==> config.mk <==
export PLATFORM = sky130hd
export DESIGN_NAME = seg7_scan_ctrl
export DESIGN_NICKNAME = d
export VERILOG_FILES = /design/src/rtl/seg7_scan_ctrl.sv
export SDC_FILE = /design/constraint.sdc
export NUM_CORES = 1
export LEC_CHECK = 0
export ABC_AREA = 0
export BUFFER_PORTS_ARGS = -buffer_cell sky130_fd_sc_hd__buf_2
export CORE_ASPECT_RATIO = 1.75
export CORE_MARGIN = 3
export CORE_UTILIZATION = 35
export CTS_BUF_LIST = sky130_fd_sc_hd__clkbuf_16
export CTS_CLUSTER_DIAMETER = 30
export DETAILED_ROUTE_END_ITERATION = 6
export PLACE_DENSITY = 0.52
export RECOVER_POWER = 25
export SLEW_MARGIN = 0
export SYNTH_ARGS = -nofsm -noshare
export SYNTH_HDL_FRONTEND = slang
export SYNTH_SLANG_ARGS = --single-unit
export TNS_END_PERCENT = 50
==> constraint.sdc <==
create_clock -name clk_16mhz -period 3.1 [get_ports clk_16mhz]
set_clock_uncertainty 0.2 [all_clocks]
set_input_delay 0.62 -clock clk_16mhz [delete_from_list [all_inputs] [get_ports clk_16mhz]]
set_output_delay 0.62 -clock clk_16mhz [all_outputs]
set_load 0.05 [all_outputs]
==> src/rtl/seg7_scan_ctrl.sv <==
// Two-digit multiplexed 7-segment scanner with blanking gaps between digit slots
// and a frame-synchronous display register that is only refreshed between frames.
module seg7_scan_ctrl #(
   parameter int unsigned REFRESH_DIV  = 16000,
   parameter int unsigned BLANK_CYCLES = 160
) (
   input  logic       clk_16mhz,
   input  logic       rst,
   input  logic [7:0] value,
   input  logic       load,
   input  logic [1:0] digit_en,
   input  logic [1:0] dp_in,
   output logic [6:0] seg,
   output logic       seg_dp,
   output logic       digit_sel,
   output logic       frame_done
);

   localparam int unsigned MAX_CNT = (REFRESH_DIV > BLANK_CYCLES) ? REFRESH_DIV : BLANK_CYCLES;
   localparam int unsigned CNT_W   = (MAX_CNT > 1) ? $clog2(MAX_CNT) : 1;

   typedef enum logic [1:0] {
      BLANK0 = 2'd0,
      SHOW0  = 2'd1,
      BLANK1 = 2'd2,
      SHOW1  = 2'd3
   } state_t;

   state_t           state_q, state_d;
   logic [CNT_W-1:0] cnt_q, cnt_d;
   logic [7:0]       pend_q, pend_d;
   logic [7:0]       disp_q, disp_d;
   logic             slot_last;

   function automatic logic [6:0] hex7(input logic [3:0] nib);
      logic [6:0] s;
      case (nib)
         4'h0: s = 7'h3F;
         4'h1: s = 7'h06;
         4'h2: s = 7'h5B;
         4'h3: s = 7'h4F;
         4'h4: s = 7'h66;
         4'h5: s = 7'h6D;
         4'h6: s = 7'h7D;
         4'h7: s = 7'h07;
         4'h8: s = 7'h7F;
         4'h9: s = 7'h6F;
         4'hA: s = 7'h77;
         4'hB: s = 7'h7C;
         4'hC: s = 7'h39;
         4'hD: s = 7'h5E;
         4'hE: s = 7'h79;
         default: s = 7'h71;
      endcase
      return s;
   endfunction

   always_comb begin
      state_d   = state_q;
      cnt_d     = cnt_q + CNT_W'(1);
      pend_d    = pend_q;
      disp_d    = disp_q;
      slot_last = 1'b0;

      if (state_q == SHOW0 || state_q == SHOW1) begin
         slot_last = (cnt_q == CNT_W'(REFRESH_DIV - 1));
      end else begin
         slot_last = (cnt_q == CNT_W'(BLANK_CYCLES - 1));
      end

      if (slot_last) begin
         cnt_d = '0;
         case (state_q)
            BLANK0:  state_d = SHOW0;
            SHOW0:   state_d = BLANK1;
            BLANK1:  state_d = SHOW1;
            default: state_d = BLANK0;
         endcase
      end

      if (load) begin
         pend_d = value;
      end

      // A load landing on the frame boundary bypasses pending so it is not lost a frame.
      if (state_q == SHOW1 && slot_last) begin
         disp_d = load ? value : pend_q;
      end
   end

   always_ff @(posedge clk_16mhz) begin
      if (rst) begin
         state_q <= BLANK0;
         cnt_q   <= '0;
         pend_q  <= '0;
         disp_q  <= '0;
      end else begin
         state_q <= state_d;
         cnt_q   <= cnt_d;
         pend_q  <= pend_d;
         disp_q  <= disp_d;
      end
   end

   always_comb begin
      seg        = '0;
      seg_dp     = 1'b0;
      digit_sel  = 1'b0;
      frame_done = 1'b0;

      case (state_q)
         SHOW0: begin
            if (digit_en[0]) begin
               seg    = hex7(disp_q[3:0]);
               seg_dp = dp_in[0];
            end
         end
         BLANK1: begin
            digit_sel = 1'b1;
         end
         SHOW1: begin
            digit_sel  = 1'b1;
            frame_done = (cnt_q == CNT_W'(REFRESH_DIV - 1));
            if (digit_en[1]) begin
               seg    = hex7(disp_q[7:4]);
               seg_dp = dp_in[1];
            end
         end
         default: ;
      endcase
   end

endmodule

==> out/metrics.csv <==
stage;metric;value;unit
critical_path;crit_path_frequent_cell;ha_1;
sta;rsz0062_at_grt;no;
detailed_routing;antenna_left;0;
power;irDropWorstVdd;0.000187;V
floorplanning;core_area;6640;sq um
sta;hold_violations;0;
detailed_routing;vias;1774;
synth;synthArstFlopShare;0;
clock_network;ctsHoldBuffers;0;
synth;synth_nets;281;
hold_path;hp-class;reg2reg;
sta;worstMarginPinSlew;0.580;ns
critical_path;cp-start-kind;register;
cells_and_area;diodes;0;
synth;synthCells;246;
cells_and_area;drive_gt1_frac;0.177;
clock_network;clock_sinks;46;
synth;synth_cell_types;42;
detailed_routing;drt-wirelength-per-cell;14.2;um
critical_path;path_class;reg2reg;
synth;synth_edf_count;0;
global_routing;grt_pass1_vias;1761;
run;max_cap_viol_count;0;
clock_network;clk_pin_slew_worst_paths;0.06;ns
status;status;completed;
place;port-buffer-count;24;
cells_and_area;nNetsFinal;305;
clock_network;insertion_delay;0.28;ns
synth;yosysWarningCount;0;
place;routabilityCongestion;0.815;
detailed_routing;dr.first_iter.drc_count;47;
place;place_ws;0.224;ns
critical_path;cp_data_arrival_time;2.82;ns
critical_path;crit_required;3.05;ns
cells_and_area;syn2layout_area_growth;13.5;%
sta;setup_viol;0;
sta;max_slew_margin;0.614;
critical_path;critPathCaptureType;register;
floorplanning;fp-row-count;39;
critical_path;cpMaxStageDelayCell;o41a_1;
synth;yosysSeqAreaShare;0.381;
global_routing;grt_overflow;0;
cells_and_area;multi_input_area;1360;sq um
clock_network;cts_buffer_depth;2;
clock_network;root_buffer;clkbuf_16;
clock_network;cts_setup_buffers;0;
floorplanning;chipHeight;116;um
sta;fin_ws;0.227;ns
global_routing;grt_pass1_wl;8220;um
clock_network;cts_tree;done;
floorplanning;die_w;68.8;um
detailed_routing;wl;5010;um
detailed_routing;drc_errors;0;
place;hpwl;3900;um
floorplanning;initial_core_util;0.364;
cells_and_area;layout.area.seq;921;sq um
synth;syn_area;2420;sq um
global_routing;track_usage;0.138;
clock_network;htreeDepth;2;
sta;period_share;0.927;
floorplanning;dieArea;7980;sq um
sta;fin_setup_tns;0;ns
critical_path;path_max_fanout;14;
sta;period_minus_slack;2.87;ns
clock_network;cts_resized;0;
global_routing;antenna_found_initial;0;
power;leakage;1.18;nW
global_routing;grt_max_degree;15;
synth;avgSynthCellArea;9.83;sq um
detailed_routing;drtPass1Iterations;4;
detailed_routing;viasPerCell;5.03;
critical_path;slowest_delay;0.66;ns
clock_network;numCtsBuffers;5;
cells_and_area;fill_cells;689;
cells_and_area;finalInstanceArea;2740;sq um
floorplanning;ios;25;
critical_path;crit_chain;ha_1 > nand4_1 > o41a_1 > a22o_1 > inv_1 > ha_1 > mux2i_1 > a21oi_1;
sta;drv_slew;0;
place;place_area;2610;sq um
power;powerDensity;420;nW/um^2
synth;synthFlopType;dfxtp_1;
sta;fmaxAchievable;348;MHz
synth;ys_ff_latch;46;
area by class of cell:
cell class	count	area share
multi-input cells	172	0.497
repair buffers	30	0.0597
clock inverters	3	0.00456
flip-flops and latches	46	0.336
well taps	82	0.0374
inverters	15	0.0205
clock buffers	5	0.0456
worst paths after layout:
path                             from                  end  slack [ns]  cells after the start
hold reg to reg   cnt_q[0]$_SDFF_PP0_  cnt_q[0]$_SDFF_PP0_        0.28                      1
hold / removal    cnt_q[0]$_SDFF_PP0_  cnt_q[0]$_SDFF_PP0_        0.28                      1
setup / recovery  cnt_q[0]$_SDFF_PP0_             register        0.23                      8
setup reg to reg  cnt_q[0]$_SDFF_PP0_             register        0.23                      8
critical path, delay by kind of cell, from the launching register on:
family          cells  cell delay, ns
mux                 1            0.15
flops               1            0.39
buf+inv             1            0.16
simple gates        1            0.23
fa+ha+maj           2            0.50
compound gates      3            1.11
power by group:
part	total, W	internal [W]	leakage [nW]	switching, W
clock network	0.000507	0.000292	0.0724	0.000215
registers	0.000606	0.000600	0.373	0.00000511
logic	0.0000391	0.0000160	0.736	0.0000230
cell usage after synthesis (all sizes together), types with 2 or more instances:
cell type / n / area, sq um
o21ai: 2 / 10.0
clkbuf: 3 / 11.3
inv: 15 / 56.3
a2bb2oi: 4 / 35.0
a221oi: 2 / 17.5
dfxtp: 46 / 921
nand3: 6 / 30.0
nor4: 3 / 33.8
and3: 2 / 12.5
xor2: 8 / 70.1
ha: 20 / 250
mux2i: 18 / 180
o211ai: 4 / 40.0
nand2: 15 / 61.3
nor3b: 3 / 32.5
nand4: 4 / 31.3
mux2: 6 / 75.1
xnor2: 6 / 52.6
and2: 3 / 18.8
a22oi: 2 / 15.0
nor2: 31 / 116
nor3: 2 / 10.0
and4: 2 / 17.5
and2b: 2 / 15.0
a21oi: 4 / 20.0
buf: 10 / 67.6
a22o: 18 / 175
routing by layer:
layer / routed length [um] / global-route usage
met1: 1940 / 0.134
met2: 2830 / 0.265
met3: 116 / 0.0252
met4: 123 / 0.0625
met5: 0 / 0
cell families (layout without fill, tap and decap cells):
group,after synthesis,count (layout),share of synthesized area
mux,24,24,0.106
fa+ha+maj,20,20,0.103
buf+inv,28,53,0.0559
compound gates,38,38,0.137
xor+xnor,14,14,0.0507
simple gates,76,76,0.167
flops,46,46,0.381
through the flow:
stage / utilization / total power (W) / hold WS (ns) / std cells
2_1_floorplan: - / 0.000645 / 0.230 / 246
3_3_place_gp: 0.393 / 0.000658 / 0.254 / 345
3_5_place_dp: 0.393 / 0.000659 / 0.265 / 345
4_1_cts: 0.414 / 0.00117 / 0.280 / 353
5_1_grt: 0.413 / 0.00119 / 0.302 / 353
6_report: 0.413 / 0.00115 / 0.279 / 353
layout by cell type (no fill, tap or decap), types with 5 or more instances in the layout:
cell type / Yosys / routed
a22o_1: 16 / 16
buf_2: 6 / 23
buf_4: 0 / 6
clkbuf_16: 0 / 5
dfxtp_1: 46 / 46
ha_1: 20 / 20
inv_1: 15 / 16
mux2i_1: 18 / 18
nand2_1: 13 / 13
nand3_1: 6 / 6
nor2_1: 31 / 31
xnor2_1: 6 / 6
xor2_1: 8 / 8
Power figures use the tool's default switching activity.
